File: config.mk
export PLATFORM = sky130hd
export DESIGN_NAME = dict_stream_ctrl_flat
export DESIGN_NICKNAME = d
export VERILOG_FILES = /design/src/rtl/dict_stream_ctrl_if.sv /design/src/rtl/dict_stream_ctrl.sv /design/src/flat_wrapper.sv
export SDC_FILE = /design/constraint.sdc
export NUM_CORES = 1
export LEC_CHECK = 0
export CAP_MARGIN = 20
export CORE_MARGIN = 5
export CORE_UTILIZATION = 25
export CTS_CLUSTER_SIZE = 28
export DETAILED_ROUTE_END_ITERATION = 10
export GPL_TIMING_DRIVEN = 1
export PLACE_DENSITY = 0.5
export SYNTH_ARGS = -nofsm -noshare
export SYNTH_HDL_FRONTEND = slang
export SYNTH_SLANG_ARGS = --single-unit
File: constraint.sdc
create_clock -name clk -period 5.7 [get_ports clk]
set_input_delay 1.14 -clock clk [delete_from_list [all_inputs] [get_ports clk]]
set_output_delay 1.14 -clock clk [all_outputs]
set_load 0.05 [all_outputs]
File: src/rtl/dict_stream_ctrl_if.sv
// Handshake bundle for the dictionary stream controller: index input, chunk output and codebook config.
// The master drives stimulus and config; the slave is the controller.
interface dict_stream_ctrl_if #(
    parameter int unsigned CHUNK_SIZE    = 4,
    parameter int unsigned CODEBOOK_SIZE = 8,
    parameter int unsigned IDX_PER_WORD  = 4,
    parameter int unsigned OUT_CHUNKS    = 8
);
    localparam int unsigned INDEX_BITS = $clog2(CODEBOOK_SIZE);
    localparam int unsigned CW         = $clog2(IDX_PER_WORD + 1);
    localparam int unsigned FW         = $clog2(OUT_CHUNKS + 1);
    localparam int unsigned WW         = IDX_PER_WORD * INDEX_BITS;
    localparam int unsigned OW         = OUT_CHUNKS * CHUNK_SIZE;

    logic                  in_valid;
    logic                  in_ready;
    logic [WW-1:0]         in_data;
    logic [CW-1:0]         in_count;
    logic                  in_last;
    logic                  out_valid;
    logic                  out_ready;
    logic [OW-1:0]         out_data;
    logic [FW-1:0]         out_nchunks;
    logic                  out_last;
    logic                  cfg_we;
    logic [INDEX_BITS-1:0] cfg_addr;
    logic [CHUNK_SIZE-1:0] cfg_data;
    logic                  cfg_ready;
    logic                  busy;

    modport master (
        output in_valid, in_data, in_count, in_last, out_ready, cfg_we, cfg_addr, cfg_data,
        input  in_ready, out_valid, out_data, out_nchunks, out_last, cfg_ready, busy
    );

    modport slave (
        input  in_valid, in_data, in_count, in_last, out_ready, cfg_we, cfg_addr, cfg_data,
        output in_ready, out_valid, out_data, out_nchunks, out_last, cfg_ready, busy
    );
endinterface

File: src/rtl/dict_stream_ctrl.sv
// Unpacks packed codebook indices one per cycle, looks each up in a programmable codebook,
// and assembles the chunks into wide output beats with partial flush and last marking.
module dict_stream_ctrl #(
    parameter int unsigned CHUNK_SIZE    = 4,
    parameter int unsigned CODEBOOK_SIZE = 8,
    parameter int unsigned IDX_PER_WORD  = 4,
    parameter int unsigned OUT_CHUNKS    = 8
) (
    input logic               clk,
    input logic               rst,
    dict_stream_ctrl_if.slave bus
);
    localparam int unsigned INDEX_BITS = $clog2(CODEBOOK_SIZE);
    localparam int unsigned CW         = $clog2(IDX_PER_WORD + 1);
    localparam int unsigned FW         = $clog2(OUT_CHUNKS + 1);
    localparam int unsigned WW         = IDX_PER_WORD * INDEX_BITS;
    localparam int unsigned OW         = OUT_CHUNKS * CHUNK_SIZE;

    typedef enum logic [1:0] {S_IDLE, S_UNPACK, S_EMIT} state_t;

    state_t                r_state,   w_state_n;
    logic [WW-1:0]         r_word,    w_word_n;
    logic [CW-1:0]         r_count,   w_count_n;
    logic                  r_last,    w_last_n;
    logic [CW-1:0]         r_k,       w_k_n;
    logic [FW-1:0]         r_fill,    w_fill_n;
    logic [OW-1:0]         r_chunks,  w_chunks_n;
    logic                  r_out_valid,   w_out_valid_n;
    logic [OW-1:0]         r_out_data,    w_out_data_n;
    logic [FW-1:0]         r_out_nchunks, w_out_nchunks_n;
    logic                  r_out_last,    w_out_last_n;
    logic                  r_cfg_ready,   w_cfg_ready_n;
    logic                  r_busy,        w_busy_n;
    logic [CHUNK_SIZE-1:0] r_cb [CODEBOOK_SIZE];

    logic                  w_in_ready;
    logic                  w_cb_we;
    logic [INDEX_BITS-1:0] w_idx;
    logic [CHUNK_SIZE-1:0] w_entry;

    function automatic logic [CHUNK_SIZE-1:0] cb_default(input int unsigned i);
        case (i)
            0:       return CHUNK_SIZE'(4'b0000);
            1:       return CHUNK_SIZE'(4'b0010);
            2:       return CHUNK_SIZE'(4'b1001);
            3:       return CHUNK_SIZE'(4'b1011);
            4:       return CHUNK_SIZE'(4'b1111);
            5:       return CHUNK_SIZE'(4'b1000);
            6:       return CHUNK_SIZE'(4'b1100);
            7:       return CHUNK_SIZE'(4'b0111);
            default: return '0;
        endcase
    endfunction

    // r_cfg_ready doubles as "in IDLE and out of reset", so input acceptance keys off it
    assign w_in_ready = r_cfg_ready && !bus.cfg_we;

    always_comb begin
        w_state_n       = r_state;
        w_word_n        = r_word;
        w_count_n       = r_count;
        w_last_n        = r_last;
        w_k_n           = r_k;
        w_fill_n        = r_fill;
        w_chunks_n      = r_chunks;
        w_out_valid_n   = r_out_valid;
        w_out_data_n    = r_out_data;
        w_out_nchunks_n = r_out_nchunks;
        w_out_last_n    = r_out_last;
        w_cb_we         = 1'b0;
        w_idx           = '0;
        w_entry         = '0;

        case (r_state)
            S_IDLE: begin
                w_cb_we = r_cfg_ready && bus.cfg_we;
                if (w_in_ready && bus.in_valid) begin
                    w_word_n  = bus.in_data;
                    w_count_n = bus.in_count;
                    w_last_n  = bus.in_last;
                    w_k_n     = '0;
                    w_state_n = S_UNPACK;
                end
            end
            S_UNPACK: begin
                if (r_k < r_count) begin
                    for (int unsigned i = 0; i < IDX_PER_WORD; i++)
                        if (CW'(i) == r_k) w_idx = r_word[i*INDEX_BITS +: INDEX_BITS];
                    w_entry = r_cb[w_idx];
                    for (int unsigned j = 0; j < OUT_CHUNKS; j++)
                        if (FW'(j) == r_fill) w_chunks_n[j*CHUNK_SIZE +: CHUNK_SIZE] = w_entry;
                    w_fill_n = r_fill + FW'(1);
                    w_k_n    = r_k + CW'(1);
                end
                // Full beat or end of a last word both emit; the beat captures post-write state
                if (w_fill_n == FW'(OUT_CHUNKS) || (w_k_n == r_count && r_last)) begin
                    w_state_n       = S_EMIT;
                    w_out_valid_n   = 1'b1;
                    w_out_data_n    = w_chunks_n;
                    w_out_nchunks_n = w_fill_n;
                    w_out_last_n    = r_last && (w_k_n == r_count);
                end else if (w_k_n == r_count) begin
                    w_state_n = S_IDLE;
                end
            end
            S_EMIT: begin
                if (bus.out_ready) begin
                    w_fill_n        = '0;
                    w_chunks_n      = '0;
                    w_out_valid_n   = 1'b0;
                    w_out_data_n    = '0;
                    w_out_nchunks_n = '0;
                    w_out_last_n    = 1'b0;
                    w_state_n       = (r_k != r_count) ? S_UNPACK : S_IDLE;
                end
            end
            default: w_state_n = S_IDLE;
        endcase

        w_cfg_ready_n = (w_state_n == S_IDLE);
        w_busy_n      = (w_state_n != S_IDLE);
    end

    always_ff @(posedge clk or posedge rst) begin
        if (rst) begin
            r_state       <= S_IDLE;
            r_word        <= '0;
            r_count       <= '0;
            r_last        <= 1'b0;
            r_k           <= '0;
            r_fill        <= '0;
            r_chunks      <= '0;
            r_out_valid   <= 1'b0;
            r_out_data    <= '0;
            r_out_nchunks <= '0;
            r_out_last    <= 1'b0;
            r_cfg_ready   <= 1'b0;
            r_busy        <= 1'b0;
        end else begin
            r_state       <= w_state_n;
            r_word        <= w_word_n;
            r_count       <= w_count_n;
            r_last        <= w_last_n;
            r_k           <= w_k_n;
            r_fill        <= w_fill_n;
            r_chunks      <= w_chunks_n;
            r_out_valid   <= w_out_valid_n;
            r_out_data    <= w_out_data_n;
            r_out_nchunks <= w_out_nchunks_n;
            r_out_last    <= w_out_last_n;
            r_cfg_ready   <= w_cfg_ready_n;
            r_busy        <= w_busy_n;
        end
    end

    // Codebook storage; reset restores the default table
    always_ff @(posedge clk or posedge rst) begin
        if (rst) begin
            for (int unsigned i = 0; i < CODEBOOK_SIZE; i++) r_cb[i] <= cb_default(i);
        end else if (w_cb_we) begin
            r_cb[bus.cfg_addr] <= bus.cfg_data;
        end
    end

    assign bus.in_ready    = w_in_ready;
    assign bus.out_valid   = r_out_valid;
    assign bus.out_data    = r_out_data;
    assign bus.out_nchunks = r_out_nchunks;
    assign bus.out_last    = r_out_last;
    assign bus.cfg_ready   = r_cfg_ready;
    assign bus.busy        = r_busy;
endmodule

File: src/flat_wrapper.sv
// flat-port wrapper written by rule: the top's interface ports become plain ports
module dict_stream_ctrl_flat 
#(
    parameter int unsigned CHUNK_SIZE    = 4,
    parameter int unsigned CODEBOOK_SIZE = 8,
    parameter int unsigned IDX_PER_WORD  = 4,
    parameter int unsigned OUT_CHUNKS    = 8
)
  (clk, rst, bus_in_valid, bus_in_data, bus_in_count, bus_in_last, bus_out_ready, bus_cfg_we, bus_cfg_addr, bus_cfg_data, bus_in_ready, bus_out_valid, bus_out_data, bus_out_nchunks, bus_out_last, bus_cfg_ready, bus_busy);
  dict_stream_ctrl_if #(.CHUNK_SIZE(CHUNK_SIZE), .CODEBOOK_SIZE(CODEBOOK_SIZE), .IDX_PER_WORD(IDX_PER_WORD), .OUT_CHUNKS(OUT_CHUNKS)) bus_i ();
  input logic clk;
  input logic rst;
  input wire logic [$bits(bus_i.in_valid)-1:0] bus_in_valid;
  input wire logic [$bits(bus_i.in_data)-1:0] bus_in_data;
  input wire logic [$bits(bus_i.in_count)-1:0] bus_in_count;
  input wire logic [$bits(bus_i.in_last)-1:0] bus_in_last;
  input wire logic [$bits(bus_i.out_ready)-1:0] bus_out_ready;
  input wire logic [$bits(bus_i.cfg_we)-1:0] bus_cfg_we;
  input wire logic [$bits(bus_i.cfg_addr)-1:0] bus_cfg_addr;
  input wire logic [$bits(bus_i.cfg_data)-1:0] bus_cfg_data;
  output wire logic [$bits(bus_i.in_ready)-1:0] bus_in_ready;
  output wire logic [$bits(bus_i.out_valid)-1:0] bus_out_valid;
  output wire logic [$bits(bus_i.out_data)-1:0] bus_out_data;
  output wire logic [$bits(bus_i.out_nchunks)-1:0] bus_out_nchunks;
  output wire logic [$bits(bus_i.out_last)-1:0] bus_out_last;
  output wire logic [$bits(bus_i.cfg_ready)-1:0] bus_cfg_ready;
  output wire logic [$bits(bus_i.busy)-1:0] bus_busy;
  assign bus_i.in_valid = bus_in_valid;
  assign bus_i.in_data = bus_in_data;
  assign bus_i.in_count = bus_in_count;
  assign bus_i.in_last = bus_in_last;
  assign bus_i.out_ready = bus_out_ready;
  assign bus_i.cfg_we = bus_cfg_we;
  assign bus_i.cfg_addr = bus_cfg_addr;
  assign bus_i.cfg_data = bus_cfg_data;
  assign bus_in_ready = bus_i.in_ready;
  assign bus_out_valid = bus_i.out_valid;
  assign bus_out_data = bus_i.out_data;
  assign bus_out_nchunks = bus_i.out_nchunks;
  assign bus_out_last = bus_i.out_last;
  assign bus_cfg_ready = bus_i.cfg_ready;
  assign bus_busy = bus_i.busy;
  dict_stream_ctrl #(.CHUNK_SIZE(CHUNK_SIZE), .CODEBOOK_SIZE(CODEBOOK_SIZE), .IDX_PER_WORD(IDX_PER_WORD), .OUT_CHUNKS(OUT_CHUNKS)) u_core (.clk(clk), .rst(rst), .bus(bus_i));
endmodule
Yosys cells after proc, flatten, opt, wreduce, memory -nomap -nowiden
Index checks and enable logic that the tools add are counted.
Word-level totals
  register bits after elaboration: 129
  bits of input ports: 28
  output and inout port bits: 41
  word-level logic and storage cells: 112
Operators by class
  add/subtract/negate cells: 2
  order comparisons: 4
  eq/ne operators: 18
  mux-type cells: 47
  bitwise gates (word level): 2
  reductions and logical operators: 18
Operators with widths (number)
  $pmux 32 s2: 2
  $mux 32: 3
  $mux 4: 15
  $bwmux 32: 1
  $mux 3: 9
  $eq 3x4->1 const A: 4
  $pmux 4 s2: 2
  $bmux 4 s3: 1
  $demux 4 s3: 1
  $eq 2x4->1 const A: 2
  $ge 4x4->1 const B: 2
  $mux 2: 4
  $not 3->4: 2
  $eq 2x3->1 const A: 2
  $pmux 2 s3: 1
  $pmux 3 s2: 1
  $reduce_and 2->1: 3
  $reduce_bool 2->1: 3
  $logic_and 1x1->1: 5
  $mux 1: 5
  $add 4x1->4 const B: 1
  $eq 1x4->1 const A: 1
  $eq 4x4->1 const B: 1
  $logic_not 2->1: 2
  16 further kinds: 18

Longest topological paths before layout
Gate-level depths: netlist of the first run.
  depth in word-level cells: 15
  mapped depth: 12
  mapped depth without buffers: 9

Worst setup path before layout of the first run
No wires, ideal clock.
  kind: input -> output
  start point: input bus_cfg_we
  end point: output bus_in_ready
  data arrival time: 1.829 ns
  required time: 4.560 ns
  setup slack: 2.731 ns
  cell stages on the path: 1
  buffers on the path: 0
  path through: nor2b_1
On the way
  word-level cells in the longest chain between the ends: 2
Ends and longest elaborated chain
  start, declared: RTL line flat_wrapper.sv:18  | input wire logic [$bits(bus_i.cfg_we)-1:0] bus_cfg_we;
  $logic_not 1->1: RTL line dict_stream_ctrl.sv:56  | assign w_in_ready = r_cfg_ready && !bus.cfg_we;
  $logic_and 1x1->1: RTL line dict_stream_ctrl.sv:56
  end, declared: RTL line flat_wrapper.sv:21  | output wire logic [$bits(bus_i.in_ready)-1:0] bus_in_ready;
No other way between the ends.

Worst setup path after layout of the first run
Same ends and word-level chain as after synthesis.

==> results of run 1 <==
worst min path at each step:
stage                                          start  slack [ns]  depth (start not counted)                          endpoint
floorplan               u_core.r_word[6]$_DFFE_PP0P_        0.47                          1      u_core.r_word[6]$_DFFE_PP0P_
global placement    u_core.bus.out_valid$_DFFE_PP0P_        0.47                          2  u_core.bus.out_valid$_DFFE_PP0P_
detailed placement  u_core.bus.out_valid$_DFFE_PP0P_        0.46                          2  u_core.bus.out_valid$_DFFE_PP0P_
CTS                 u_core.bus.out_valid$_DFFE_PP0P_        0.48                          2  u_core.bus.out_valid$_DFFE_PP0P_
global route        u_core.bus.out_valid$_DFFE_PP0P_        0.51                          2  u_core.bus.out_valid$_DFFE_PP0P_
finish              u_core.bus.out_valid$_DFFE_PP0P_        0.47                          2  u_core.bus.out_valid$_DFFE_PP0P_
cells in the final DEF, fill, tap and decap left out, types with 3 or more instances in the layout:
cell type	n
sky130_fd_sc_hd__nand2_1	58
sky130_fd_sc_hd__a21oi_1	41
sky130_fd_sc_hd__o21ai_0	18
sky130_fd_sc_hd__clkbuf_1	3
sky130_fd_sc_hd__o21ai_1	33
sky130_fd_sc_hd__dfstp_2	16
sky130_fd_sc_hd__o22ai_1	8
sky130_fd_sc_hd__a221oi_1	8
sky130_fd_sc_hd__inv_1	14
sky130_fd_sc_hd__a221oi_2	24
sky130_fd_sc_hd__and2_1	4
sky130_fd_sc_hd__a21o_1	3
sky130_fd_sc_hd__mux2i_1	25
sky130_fd_sc_hd__ha_1	12
sky130_fd_sc_hd__clkdlybuf4s50_1	68
sky130_fd_sc_hd__xor2_1	4
sky130_fd_sc_hd__nor2_1	10
sky130_fd_sc_hd__nor2b_1	7
sky130_fd_sc_hd__bufinv_16	3
sky130_fd_sc_hd__a32o_1	4
sky130_fd_sc_hd__a211o_1	5
sky130_fd_sc_hd__a2111oi_0	4
sky130_fd_sc_hd__nand2b_1	4
sky130_fd_sc_hd__buf_4	6
sky130_fd_sc_hd__a211oi_1	4
sky130_fd_sc_hd__mux2_1	8
sky130_fd_sc_hd__mux2_2	48
sky130_fd_sc_hd__nor3b_1	5
sky130_fd_sc_hd__o211ai_1	5
sky130_fd_sc_hd__clkinv_2	5
sky130_fd_sc_hd__nand3_1	46
sky130_fd_sc_hd__and3_1	12
sky130_fd_sc_hd__nand3b_1	9
sky130_fd_sc_hd__clkbuf_16	17
sky130_fd_sc_hd__dfrtp_1	113
cell families after synthesis:
logic type,count (synthesis),synth area share
compound gates,174,0.192
xor+xnor,5,0.00641
fa+ha+maj,12,0.0220
buf+inv,62,0.0348
flops,129,0.476
mux,83,0.136
simple gates,171,0.134
registers in the layout, summed over array words and instances (netlist names):
name / count
u_core.bus.cfg_ready: 1
u_core.r_chunks: 32
u_core.r_word: 12
u_core.r_state: 2
u_core.bus.busy: 1
u_core.r_last: 1
u_core.bus.out_valid: 1
u_core.bus.out_last: 1
u_core.r_count: 3
u_core.r_cb: 32
u_core.bus.out_data: 32
u_core.r_fill: 4
u_core.r_k: 3
u_core.bus.out_nchunks: 4
power breakdown:
group | switching, mW | total [mW] | internal [mW]
clock | 0.404 | 1.10 | 0.695
sequential | 0.320 | 1.71 | 1.39
combinational | 2.06 | 3.24 | 1.18
critical path, stage by stage:
cell and delay [ns]:
sky130_fd_sc_hd__clkdlybuf4s50_1 0.45, sky130_fd_sc_hd__nor2b_1 0.13, sky130_fd_sc_hd__clkdlybuf4s50_1 0.81
final cells by class:
cell class,instances,share of cell area
timing repair buffer,75,0.0886
multi-input combinational,445,0.398
sequential,129,0.386
tap,341,0.0507
clock inverter,11,0.0165
inverter,15,0.00699
clock buffer,21,0.0535
per-stage QoR:
stage,setup slack [ns],power (mW)
finish,2.03,6.06
global route,1.77,6.49
detailed placement,2.03,5.01
CTS,2.02,6.14
global placement,2.04,4.97
floorplan,1.15,4.03
routing by layer:
layer | vias up | part of all wire
li1 | 2471 | -
met3 | 23 | 0.052
met1 | 2501 | 0.48
met4 | 0 | 0.013
met2 | 97 | 0.46
met5 | - | 0
==> results.yml, run 1 <==
logic_synthesis:
  yosys-top-cells-area: "sky130_fd_sc_hd__dfrtp_1 (41%), sky130_fd_sc_hd__mux2_2 (7.9%), sky130_fd_sc_hd__dfstp_2 (6.2%)"
  netlist_area_sq_mm: 0.00683
  net_count_synth: 676
  synth_enable_flop_cells: 0
  main_flop_type_after_synthesis: "sky130_fd_sc_hd__dfrtp_1"
  post_synthesis_sequential_element_count: 129
  seq_area_frac_synth: 0.476
  yosysMostFrequentCell: "sky130_fd_sc_hd__dfrtp_1"
  yosysUniqueCellTypes: 57
  synthDominantAreaCellType: "sky130_fd_sc_hd__dfrtp_1"
  syn_inst: 636
  syn-mean-instance-area_sq_um: 10.7
  synthDominantCellAreaShare: 0.414
  yosys_warnings: 0
  synth_top_cells_by_count: "sky130_fd_sc_hd__dfrtp_1 (113), sky130_fd_sc_hd__nand2_1 (58), sky130_fd_sc_hd__mux2_2 (48)"
  asyncSetResetFlopFracSynth: 1.00
cts:
  clock-sinks: 129
  clk_transition_reported_paths_ns: 0.05
  cts-hold-fix-buffers: 0
  max-clock-path-buffers: 2
  cts_post_setup_buffers_inserted: 0
  cts-root-buf: "sky130_fd_sc_hd__clkbuf_16"
  cts_tree: "built"
  numCtsBuffers: 17
  ctsResizeCount: 0
  insertion_delay_ns: 0.43
  cts_htree_levels: 4
finish:
  final-seq-area_sq_mm: 0.00325
  nFillCells: 2729
  postLayoutCellArea_sq_mm: 0.00842
  post_route_core_utilization: 0.312
  area_growth_pct: 23.3
  layoutNonFillerInstCount: 1037
  final_layout_size_suffix_gt1_frac: 0.200
  antenna_cells: 0
  area_occupied_by_multi_input_gates_sq_mm: 0.00335
  final_net_count: 723
sta:
  tns_ns: 0
  final_max_slew_viol_count: 0
  skew_ns: 0.0142
  hold_violations: 0
  worst_slew_margin_rel: 0.275
  fmax_ghz: 0.273
  setup_violations: 0
  max_slew.worst_pin.slew_ns: 1.09
  min_period_ns: 3.67
  unrepaired_setup_endpoints_after_global_routing: "false"
  min_period_over_period: 0.643
  fin_hold_ws_ns: 0.471
floorplanning:
  floorplan.initialDensity: 0.253
  die_width_um: 175
  floorplan.die_area_sq_mm: 0.0307
  design.core.area_sq_mm: 0.0270
  die_h_um: 175
  ios: 69
  placementRows: 60
place:
  post-dp-hpwl_um: 12400
  placed_cell_area_sq_mm: 0.00783
  place_congestion: 0.800
  place.port_buffers: 68
  dpl.cell_count: 1005
route:
  drt_wirelength_um: 18200
  vias_per_cell: 4.91
  count_of_vias_placed_by_the_detailed_router: 5092
  wl_per_cell_um: 17.5
  firstDrtPassIters: 6
  drtIter0Drc: 352
  drt.antenna.violating_nets: 0
  drt_drc_violations_left: 0
critical_path:
  worstReg2RegEnd: "u_core.bus.out_data[5]$_DFFE_PP0P_"
  worst_setup_path_endpoint: "bus_in_ready"
  timing.reg2reg.setup_slack_ns: 2.15
  crit_type: "in -> out"
  source_of_the_critical_timing_path: "bus_cfg_we"
  cp.required_ns: 4.56
  maximum_fanout_along_the_worst_path: 4
  critPathLaunchType: "primary input"
  r2r_start: "u_core.r_k[2]$_DFFE_PP0P_"
  critical_path_capture_point_type: "primary output"
  worst-r2r-cell-count: 9
  cp_data_arrival_time_ns: 2.53
global_route:
  vias_in_the_first_global_route: 5147
  grt_usage: 0.121
  globalRouteOverflowTotal: 0
  grt_first_pass_wirelength_um: 29400
  largest_net_degree_at_the_start_of_global_routing: 69
  met2_usage: 0.184
  grt_util_met1: 0.163
  groute.layer.met3.usage: 0.0357
  antenna_found_initial: 0
  global_routing_s_busiest_layer: "met2"
run_status:
  run_status: "finished clean"
pwr:
  pwr_density_cell_mw_per_mm2: 720
  maximum_vdd_drop_mv: 0.247
  p_leak_nw: 3.46
min_path:
  min-delay-path-class: "reg -> reg"
run:
  max_cap_viol_count: 0
No activity file was read; power rests on OpenSTA's default activity.
==> run 2, diff against run 1 <==
==> constraint.sdc (replaced) <==
create_clock -name clk -period 3.84 [get_ports clk]
set_input_delay 0.768 -clock clk [delete_from_list [all_inputs] [get_ports clk]]
set_output_delay 0.768 -clock clk [all_outputs]
set_load 0.05 [all_outputs]
==> run 2 against run 1 <==
Sequential power is 50% higher. Utilization is 0.38 points higher. Largest power group unchanged. Critical path type is now reg -> reg. Worst setup slack worse by 1.8 ns. Highest routed layer unchanged.
==> results.yml, run 2 (synthesis results as in run 1) <==
critical_path:
  timing.critical_path.slowest_stage_cell: "sky130_fd_sc_hd__nor3_2"
  source_of_the_critical_timing_path: "u_core.r_k[0]$_DFFE_PP0P_"
  critical_path_capture_point_type: "flop"
  critPathLaunchType: "flop"
  r2r_start: "u_core.r_k[0]$_DFFE_PP0P_"
  timing.critical_path.cells: "ha_1, ha_1, or2_1, a211oi_1, o221ai_1, o211ai_1, nand2_1, nor3_2, a221oi_1"
  crit_type: "reg -> reg"
  crit_path_frequent_cell: "sky130_fd_sc_hd__ha_1"
  cp_data_arrival_time_ns: 3.88
  maximum_fanout_along_the_worst_path: 13
  cp.required_ns: 4.09
  timing.critical_path.slowest_cell_delay_ns: 0.53
sta:
  max_slew.worst_pin.slew_ns: 0.830
  fin_hold_ws_ns: 0.481
  tns_ns: 0
  unrepaired_setup_endpoints_after_global_routing: "false"
  setup_violations: 0
  skew_ns: 0.0101
  final_max_slew_viol_count: 0
  min_period_ns: 3.63
  worst_slew_margin_rel: 0.444
  fmax_ghz: 0.276
  min_period_over_period: 0.945
  hold_violations: 0
pwr:
  pwr_density_cell_mw_per_mm2: 1060
  p_leak_nw: 3.52
  maximum_vdd_drop_mv: 0.415
floorplanning:
  die_h_um: 175
  design.core.area_sq_mm: 0.0270
  placementRows: 60
  floorplan.initialDensity: 0.253
  floorplan.die_area_sq_mm: 0.0307
  ios: 69
  die_width_um: 175
run_status:
  run_status: "finished clean"
finish:
  mostFrequentLayoutCells: "sky130_fd_sc_hd__dfrtp_1 (113), sky130_fd_sc_hd__clkdlybuf4s50_1 (68), sky130_fd_sc_hd__nand2_1 (58)"
  final_layout_size_suffix_gt1_frac: 0.214
  antenna_cells: 0
  final_net_count: 737
  nFillCells: 2683
  area_growth_pct: 24.7
  leading_cell_type_in_the_layout_fill_and_taps_excluded: "sky130_fd_sc_hd__dfrtp_1"
route:
  drtIter0Drc: 538
  wl_per_cell_um: 18.0
  drt_wirelength_um: 19000
  drt.antenna.violating_nets: 0
  count_of_vias_placed_by_the_detailed_router: 5269
  firstDrtPassIters: 5
  drt_drc_violations_left: 0
  vias_per_cell: 5.01
cts:
  clock-sinks: 129
  clk_transition_reported_paths_ns: 0.05
  numCtsBuffers: 17
  cts_tree: "built"
  insertion_delay_ns: 0.42
  cts_post_setup_buffers_inserted: 0
  max-clock-path-buffers: 2
  cts_htree_levels: 4
  ctsResizeCount: 0
  cts-root-buf: "sky130_fd_sc_hd__clkbuf_16"
  cts-hold-fix-buffers: 0
min_path:
  min-delay-path-class: "reg -> reg"
  min-delay-start: "u_core.bus.out_valid$_DFFE_PP0P_"
global_route:
  grt_usage: 0.125
  largest_net_degree_at_the_start_of_global_routing: 65
  antenna_found_initial: 0
  grt_first_pass_wirelength_um: 30700
  globalRouteOverflowTotal: 0
  vias_in_the_first_global_route: 5266
place:
  post-dp-hpwl_um: 13200
  place.port_buffers: 68
  place_congestion: 0.852
run:
  max_cap_viol_count: 0
run 2: cell types whose count changed in the layout (fill, tap and decap cells not counted):
cell,change
sky130_fd_sc_hd__clkinvlp_4,+1
sky130_fd_sc_hd__buf_4,+14
sky130_fd_sc_hd__clkinv_2,-3
sky130_fd_sc_hd__inv_4,-1
sky130_fd_sc_hd__bufinv_16,-1
sky130_fd_sc_hd__inv_6,+1
sky130_fd_sc_hd__clkbuf_8,+2
sky130_fd_sc_hd__clkbuf_1,+1
run 2: layout make-up:
class,instances,area (sq um),area share
multi-input combinational,445,3350,0.393
sequential,129,3250,0.381
timing repair buffer,89,851,0.0999
clock buffer,24,482,0.0566
tap,341,427,0.0501
clock inverter,8,103,0.0120
inverter,15,60.1,0.00705
run 2: worst paths after layout:
| path | endpoint | cells after the start | slack [ns] |
|---|---|---|---|
| max | u_core.r_chunks[23]$_DFFE_PP0P_ | 9 | 0.21 |
| min | u_core.bus.out_valid$_DFFE_PP0P_ | 2 | 0.48 |
| max reg2reg | u_core.r_chunks[23]$_DFFE_PP0P_ | 9 | 0.21 |
| min reg2reg | u_core.bus.out_valid$_DFFE_PP0P_ | 2 | 0.48 |
| max in group asynchronous | u_core.r_cb[7]$_DFFE_PP1P_ | 3 | 2.36 |
| min in group asynchronous | u_core.r_cb[8]$_DFFE_PP0P_ | 2 | 0.76 |
run 2: worst max-delay path, delay by kind of cell, from the launching register on:
family	cells	cell delay, ns
adder cells (fa/ha/maj)	2	0.59
AND/OR/NAND/NOR	3	1.06
flip-flops	1	0.44
AO/OA/AOI/OAI	4	1.38
run 2: stage by stage:
step | std cells | util | area, sq um | setup WS [ns] | power [mW]
detailed placement | 1019 | 0.294 | 7930 | 0.335 | 7.48
CTS | 1051 | 0.316 | 8520 | 0.306 | 9.14
floorplan | 636 | - | 6830 | 1.10 | 5.98
global placement | 1019 | 0.294 | 7930 | 0.364 | 7.44
finish | 1051 | 0.316 | 8520 | 0.210 | 9.04
global route | 1051 | 0.316 | 8520 | 0.000723 | 9.65
run 2: routing by layer:
| metal | wire length [um] | up-vias | global-route usage |
|---|---|---|---|
| met3 | 806 | 11 | 0.0336 |
| met2 | 8910 | 103 | 0.197 |
| met4 | 152 | 0 | 0.0265 |
| met5 | 0 | - | 0 |
| li1 | - | 2494 | - |
| met1 | 9100 | 2661 | 0.173 |
run 2: where the power goes:
part | switching, mW | total [mW] | internal (mW)
combinational | 3.07 | 4.87 | 1.80
sequential | 0.493 | 2.56 | 2.07
clock | 0.602 | 1.61 | 1.01
